**config.mk**
```make
export PLATFORM = sky130hd
export DESIGN_NAME = rw_port_ram_arbiter
export DESIGN_NICKNAME = d
export VERILOG_FILES = /design/src/rtl/rw_port_ram_arbiter.sv
export SDC_FILE = /design/constraint.sdc
export NUM_CORES = 1
export LEC_CHECK = 0
export CORE_ASPECT_RATIO = 0.9
export CORE_MARGIN = 2
export CORE_UTILIZATION = 32
export DETAILED_ROUTE_END_ITERATION = 16
export GPL_ROUTABILITY_DRIVEN = 0
export GPL_TIMING_DRIVEN = 0
export PLACE_DENSITY = 0.86
export SYNTH_ARGS = -nofsm -noshare
export SYNTH_HDL_FRONTEND = slang
export SYNTH_SLANG_ARGS = --single-unit
export TNS_END_PERCENT = 20
```
**constraint.sdc**
```tcl
create_clock -name i_clk -period 3.1 [get_ports i_clk]
set_input_delay 0.62 -clock i_clk [delete_from_list [all_inputs] [get_ports i_clk]]
set_output_delay 0.62 -clock i_clk [all_outputs]
set_load 0.02 [all_outputs]
```
**src/rtl/rw_port_ram_arbiter.sv**
```systemverilog
// rw_port_ram_arbiter
//   Shares one single-read-port / single-write-port RAM (1-cycle registered
//   read) between two masters. The read port and the write port each have
//   their own round-robin arbiter, so a read and a write can be granted in
//   the same cycle. Read data comes back to the granted master as a one-cycle
//   response pulse the cycle after the grant.
//
// Ports
//   i_clk, i_reset_n              clock, synchronous active-low reset
//   i_mX_rd_valid / i_mX_rd_addr  master X read request
//   o_mX_rd_ready                 master X read accepted this cycle
//   o_mX_rsp_valid / o_mX_rsp_data master X read response (one cycle after accept)
//   i_mX_wr_valid / _addr / _data master X write request
//   o_mX_wr_ready                 master X write accepted this cycle
//   o_ram_addr_r                  RAM read address
//   o_ram_addr_w / o_ram_data_in  RAM write address / data
//   o_ram_we                      RAM write enable
//   i_ram_data_out                RAM registered read data
module rw_port_ram_arbiter #(
  parameter int DATA_WIDTH = 8,
  parameter int ADDR_WIDTH = 12
) (
  input  logic                  i_clk,
  input  logic                  i_reset_n,
  // master 0
  input  logic                  i_m0_rd_valid,
  input  logic [ADDR_WIDTH-1:0] i_m0_rd_addr,
  output logic                  o_m0_rd_ready,
  output logic                  o_m0_rsp_valid,
  output logic [DATA_WIDTH-1:0] o_m0_rsp_data,
  input  logic                  i_m0_wr_valid,
  input  logic [ADDR_WIDTH-1:0] i_m0_wr_addr,
  input  logic [DATA_WIDTH-1:0] i_m0_wr_data,
  output logic                  o_m0_wr_ready,
  // master 1
  input  logic                  i_m1_rd_valid,
  input  logic [ADDR_WIDTH-1:0] i_m1_rd_addr,
  output logic                  o_m1_rd_ready,
  output logic                  o_m1_rsp_valid,
  output logic [DATA_WIDTH-1:0] o_m1_rsp_data,
  input  logic                  i_m1_wr_valid,
  input  logic [ADDR_WIDTH-1:0] i_m1_wr_addr,
  input  logic [DATA_WIDTH-1:0] i_m1_wr_data,
  output logic                  o_m1_wr_ready,
  // RAM side
  output logic [ADDR_WIDTH-1:0] o_ram_addr_r,
  output logic [ADDR_WIDTH-1:0] o_ram_addr_w,
  output logic [DATA_WIDTH-1:0] o_ram_data_in,
  output logic                  o_ram_we,
  input  logic [DATA_WIDTH-1:0] i_ram_data_out
);

  // Round-robin state: index of the master granted most recently on each port.
  logic                  r_rd_last;
  logic                  r_wr_last;
  // Outstanding read response (owner is the master granted last cycle).
  logic                  r_rsp_pending;
  logic                  r_rsp_owner;
  // Read address presented while no read is granted.
  logic [ADDR_WIDTH-1:0] r_addr_r_hold;

  logic w_rd_gnt0;
  logic w_rd_gnt1;
  logic w_wr_gnt0;
  logic w_wr_gnt1;
  logic w_rd_any;
  logic w_wr_any;

  // On a tie the master that was not granted last wins. Grants are blocked
  // while in reset, which also keeps the RAM write enable low.
  always_comb begin
    w_rd_gnt0 = i_reset_n && i_m0_rd_valid && (!i_m1_rd_valid || r_rd_last);
    w_rd_gnt1 = i_reset_n && i_m1_rd_valid && (!i_m0_rd_valid || !r_rd_last);
    w_wr_gnt0 = i_reset_n && i_m0_wr_valid && (!i_m1_wr_valid || r_wr_last);
    w_wr_gnt1 = i_reset_n && i_m1_wr_valid && (!i_m0_wr_valid || !r_wr_last);
    w_rd_any  = w_rd_gnt0 || w_rd_gnt1;
    w_wr_any  = w_wr_gnt0 || w_wr_gnt1;
  end

  assign o_m0_rd_ready = w_rd_gnt0;
  assign o_m1_rd_ready = w_rd_gnt1;
  assign o_m0_wr_ready = w_wr_gnt0;
  assign o_m1_wr_ready = w_wr_gnt1;

  // Read address follows the winner; otherwise keep the last granted one so
  // the RAM address bus does not toggle needlessly.
  always_comb begin
    o_ram_addr_r = r_addr_r_hold;
    if (w_rd_gnt1) begin
      o_ram_addr_r = i_m1_rd_addr;
    end else if (w_rd_gnt0) begin
      o_ram_addr_r = i_m0_rd_addr;
    end
  end

  // Write bus only matters when o_ram_we is high.
  assign o_ram_we      = w_wr_any;
  assign o_ram_addr_w  = w_wr_gnt1 ? i_m1_wr_addr : i_m0_wr_addr;
  assign o_ram_data_in = w_wr_gnt1 ? i_m1_wr_data : i_m0_wr_data;

  // The RAM is read-before-write, so a same-cycle read of a written address
  // returns the old contents; no forwarding is added here.
  // Response valid is also gated by reset so a grant just before reset
  // assertion never surfaces.
  assign o_m0_rsp_valid = i_reset_n && r_rsp_pending && !r_rsp_owner;
  assign o_m1_rsp_valid = i_reset_n && r_rsp_pending &&  r_rsp_owner;
  assign o_m0_rsp_data  = i_ram_data_out;
  assign o_m1_rsp_data  = i_ram_data_out;

  always_ff @(posedge i_clk) begin
    if (!i_reset_n) begin
      r_rsp_pending <= 1'b0;
      r_rsp_owner   <= 1'b0;
      // last = master1 so master0 takes the first tie after reset
      r_rd_last     <= 1'b1;
      r_wr_last     <= 1'b1;
      r_addr_r_hold <= '0;
    end else begin
      r_rsp_pending <= w_rd_any;
      if (w_rd_any) begin
        r_rsp_owner   <= w_rd_gnt1;
        r_rd_last     <= w_rd_gnt1;
        r_addr_r_hold <= o_ram_addr_r;
      end
      if (w_wr_any) begin
        r_wr_last <= w_wr_gnt1;
      end
    end
  end

endmodule

```
### After elaboration in Yosys (flattened, before gate mapping)

Cells that the tools add are included.
W data, S select, Z words.

* flip-flop bits (word level): 16
* memories: 0
* output and inout bits: 55
* word-level logic and storage cells: 33
* bits in writable memories: 0
* bits in latches: 0
* ROM bits: 0
* input port bits: 78

* order comparisons: 0
* bitwise gates (word level): 0
* $add $sub $neg: 0
* $mul: 0
* mux-type cells: 4
* equal/unequal tests: 0
* shift operators: 0
* reductions and logical operators: 24
* div/mod/pow operators: 0

Operators by type and width (count)
* $mux W12: 3
* $logic_and A1 B1 Y1: 11
* $mux W8: 1
* $logic_not A1 Y1: 7
* $logic_or A1 B1 Y1: 6

### Depth between registers and ports, before layout

* depth in word-level cells: 5
* gate-level depth with buffers: 6
* mapped depth without buffers: 4

### Least setup slack after synthesis

Ideal clock, no wire load.

* path kind: input to output
* start: input i_reset_n
* end: output o_ram_addr_w[10]
* stages on the path: 5
* path buffers: 3
* slack: 0.939 ns
* arrival time: 1.541 ns
* data required time: 2.480 ns
* cell sequence: buf_4 -> and3_1 -> buf_2 -> buf_6 -> mux2_4

* word-level cells in the longest chain between the ends: 3

Ends and longest elaborated chain
* from (decl): RTL line 24 `input logic i_reset_n,`
* $logic_and A1 B1 Y1 (2 in series): RTL line 75 `w_wr_gnt1 = i_reset_n && i_m1_wr_valid && (!i_m0_wr_valid || !r_wr_last);`
* net o_m1_wr_ready: RTL line 44 `output logic o_m1_wr_ready,`
* $mux W12: RTL line 98 `assign o_ram_addr_w = w_wr_gnt1 ? i_m1_wr_addr : i_m0_wr_addr;`
* to (decl): RTL line 47 `output logic [ADDR_WIDTH-1:0] o_ram_addr_w,`

The timed path passes the listed nets, and every way through them passes these cells.

### Final worst setup path

* start: input i_m1_rd_valid
* end: output o_ram_addr_r[2]

* word-level cells in the longest chain between the ends: 5
* elaborated cells between the ends (all ways): 7
* classes of those cells: mux: 2; reduce/logical: 5

Ends and longest elaborated chain
* from (decl): RTL line 36 `input logic i_m1_rd_valid,`
* $logic_not A1 Y1: RTL line 72 `w_rd_gnt0 = i_reset_n && i_m0_rd_valid && (!i_m1_rd_valid || r_rd_last);`
* $logic_or A1 B1 Y1: RTL line 72
* $logic_and A1 B1 Y1: RTL line 72
* $mux W12: RTL line 91 `end else if (w_rd_gnt0) begin`
* $mux W12 *: RTL line 89 `if (w_rd_gnt1) begin`
* to (decl): RTL line 46 `output logic [ADDR_WIDTH-1:0] o_ram_addr_r,`

Mark *: on every way between the ends. The rest lies on a longest branch, timed or not.

==> reports/qor.log <==
qor: status.outcome completed
qor: clocking.cts_setup_buffers 0
qor: clocking.cts.sinks 16
qor: worst_hold_path.hold_path_class reg -> reg
qor: setup_path.cp-endpoint o_ram_addr_r[2]
qor: setup_path.crit_path_start i_m1_rd_valid
qor: place.post-dp-hpwl 4160 µm
qor: yosys.synthesis.area_per_instance 9.16 µm²
qor: final_layout.final_cell_mix sky130_fd_sc_hd__clkdlybuf4s50_1 (92), sky130_fd_sc_hd__dlygate4sd2_1 (27), sky130_fd_sc_hd__buf_4 (19)
qor: timing.achievable-frequency 0.330 GHz
qor: power_and_ir_drop.leakage 1.20 nW
qor: routing.num_vias 1,638
qor: setup_path.cpPeakStageDelay 600 ps
qor: clocking.number_of_clock_buffers_inserted_by_tritoncts 3
qor: routing.via_per_inst 5.09
qor: timing.setup_viol_count_final 0
qor: timing.rsz0062_at_grt true
qor: routing.detail-route-antenna-nets 0
qor: setup_path.critical-path-top-cell-by-count sky130_fd_sc_hd__clkdlybuf4s50_1
qor: setup_path.worstSetupPathType in -> out
qor: power_and_ir_drop.cellInternalPower 531 µW
qor: routing.detailedRoute.firstPassIterationCount 4
qor: clocking.clock_tree_from_tritoncts done
qor: die.fp.dieH 65.7 µm
qor: die.chipWidth 72.6 µm
qor: job.max-cap-violations 0
qor: clocking.clkTransAtPathRegs 60 ps
qor: setup_path.worstSetupEndpointType output port
qor: die.core 0.00407 mm²
qor: timing.finalHoldViolCount 0
qor: setup_path.cp.required 2480 ps
qor: die.initial_core_util 0.333
qor: routing.drt_iter0_drc 42
qor: setup_path.cp.arrival 2410 ps
qor: timing.setup-tns-final 0 ps
qor: timing.tightest_slew 501 ps
qor: yosys.syn-instance-count 148
qor: timing.worst_setup_skew_after_layout 4.58 ps
qor: timing.finalCritPeriodShare 0.979
qor: die.core.rowCount 22
qor: final_layout.finalCoreUtilization 0.656
qor: grt.grt_start_max_net_pins 11
qor: setup_path.critical_path.cell_chain clkdlybuf4s50_1 > a21bo_2 > nor2_2 > a221o_1 > clkdlybuf4s50_1
qor: power_and_ir_drop.power.clock.fraction 0.202
qor: timing.slew_headroom 0.666
qor: power_and_ir_drop.max-vdd-ir-drop 0.353 mV
qor: yosys.synthDistinctLibCells 26
qor: clocking.cts-root-to-sink-buffers 2
qor: timing.finalWorstPathRequiredPeriod 3030 ps
qor: grt.grt-ovfl-total 0
qor: yosys.ys_ff_latch 16
qor: yosys.synth.yosys.warnings 0
qor: setup_path.critical_path.reg2reg.endpoint r_addr_r_hold[9]
qor: die.design.die.area 0.00477 mm²
qor: yosys.syn_area 0.00136 mm²
qor: clocking.worst_skew_pair.late_latency 250 ps
qor: power_and_ir_drop.comb_power_share 0.505
qor: clocking.ctsRootBufferMaster sky130_fd_sc_hd__clkbuf_8
qor: routing.routed_wire_length 5060 µm
qor: power_and_ir_drop.p_sw_frac 0.316
qor: grt.grt_pass1_vias 1,590
qor: final_layout.postLayoutCellArea 0.00267 mm²
qor: final_layout.areaGrowthSynthToFinish 97.3%
qor: setup_path.setup.reg_to_reg.worst_slack 1880 ps
qor: routing.route.detailed.wl_per_inst 15.7 µm
qor: setup_path.worstPathMaxFanout 5
qor: setup_path.reg2reg_depth 4
qor: power_and_ir_drop.power-per-cell-area 290 mW/mm²
qor: routing.detail_route.drc_violations 0
qor: yosys.synth_nets 226
qor: setup_path.critical_path.startpoint_type input pin
qor: timing.slew_violations 0
qor: power_and_ir_drop.power.sequential.fraction 0.293
qor: place.count_of_buffers_inserted_at_the_top_level_ports 123
qor: final_layout.layout-drive-gt1-share 0.190
qor: clocking.h-tree-depth 1
qor: die.io_pins 133
qor: setup_path.critPathSlowestCell sky130_fd_sc_hd__clkdlybuf4s50_1
qor: final_layout.final_common_cell sky130_fd_sc_hd__clkdlybuf4s50_1
qor: grt.global_route_wire_length_before_repair 7600 µm
qor: final_layout.n_antenna_cell 0
qor: grt.number_of_antenna_violations_at_the_first_check_in_global_routing 0
qor: power_and_ir_drop.power.net_switching 246 µW
qor: place.detailed_place.area 0.00265 mm²
qor: setup_path.worst_r2r_startpoint r_rd_last
qor: yosys.ys_seq_area_frac 0.236
qor: final_layout.final_net_count 354
qor: grt.globalRouteTotalUtil 0.200
-- state kept, by name, summed over array words and instances, names as in the netlist --
| register | cells |
|---|---|
| r_rd_last | 1 |
| r_rsp_pending | 1 |
| r_rsp_owner | 1 |
| r_wr_last | 1 |
| r_addr_r_hold | 12 |
-- worst max-delay path, delay by kind of cell --
kind,cells,cell delay [ps]
AO/OA/AOI/OAI,2,470
AND/OR/NAND/NOR,1,200
buffers and inverters,2,1120
-- kinds of logic after synthesis --
group / share of synthesized area
and+or+nand+nor: 0.222
buffers and inverters: 0.156
AOI/OAI and AO/OA: 0.170
muxes: 0.216
DFF: 0.236
-- power groups by stage --
stage | Sequential [mW] | Combinational (mW) | Clock (mW)
floorplan | 0.230 | 0.203 | 0
global placement | 0.231 | 0.407 | 0
detailed placement | 0.232 | 0.413 | 0
CTS | 0.228 | 0.394 | 0.158
global route | 0.229 | 0.416 | 0.165
finish | 0.228 | 0.392 | 0.157
-- Yosys cell counts, drive strengths merged --
| library cell | instances | share of area |
|---|---|---|
| buf | 25 | 0.14 |
| mux2 | 20 | 0.22 |
| dfxtp | 16 | 0.24 |
| a221o | 12 | 0.089 |
| and2 | 12 | 0.055 |
| nor3 | 12 | 0.044 |
| nor3b | 12 | 0.066 |
| o22ai | 12 | 0.055 |
| nand2 | 7 | 0.019 |
| clkbuf | 3 | 0.0083 |
| inv | 3 | 0.0083 |
| nor2 | 3 | 0.012 |
| o21ai | 3 | 0.011 |
| a21oi | 2 | 0.0074 |
| and3 | 2 | 0.0092 |
| a21bo | 1 | 0.0074 |
| and2b | 1 | 0.0055 |
| nand2b | 1 | 0.0046 |
| or2 | 1 | 0.0046 |
-- worst min-delay path by stage --
| stage | startpoint | endpoint | depth (start not counted) |
|---|---|---|---|
| floorplan | r_rsp_owner | r_rsp_owner | 2 |
| global placement | r_rsp_owner | r_rsp_owner | 2 |
| detailed placement | r_rsp_owner | r_rsp_owner | 2 |
| CTS | r_rsp_owner | r_rsp_owner | 2 |
| global route | r_rsp_owner | r_rsp_owner | 2 |
| finish | r_rsp_owner | r_rsp_owner | 2 |
-- metal layers --
layer / routed length [µm] / up-vias / GRT usage
met4: 30 / 0 / 0.0231
met2: 2580 / 79 / 0.383
met1: 2040 / 773 / 0.229
met5: 0 / - / 0
li1: - / 784 / -
met3: 409 / 2 / 0.0460
-- through the flow --
step	std cells	power (mW)	hold slack [ps]	setup slack, ps
2_1_floorplan	148	0.433	458	939
3_3_place_gp	319	0.639	479	-228
3_5_place_dp	319	0.645	478	-248
4_1_cts	322	0.780	487	1.24
5_1_grt	322	0.810	521	-12.8
6_report	322	0.777	482	66.1
-- what timing repair did --
action | 4_1_cts | 5_1_grt
hold buffers | 0 | 0
resized for setup | 30 | 6
endpoints found under the setup margin | 27 | 5
endpoints found under the hold margin | 0 | 0
-- final cells by class --
| type | instances | area (µm²) |
|---|---|---|
| Tap cell | 48 | 60.1 |
| Buffer | 28 | 206 |
| Inverter | 3 | 11.3 |
| Fill cell | 357 | 1400 |
| Timing Repair Buffer | 123 | 1210 |
| Clock buffer | 3 | 41.3 |
| Multi-Input combinational cell | 101 | 827 |
| Sequential cell | 16 | 320 |
No activity file was read; power rests on OpenSTA's default activity.
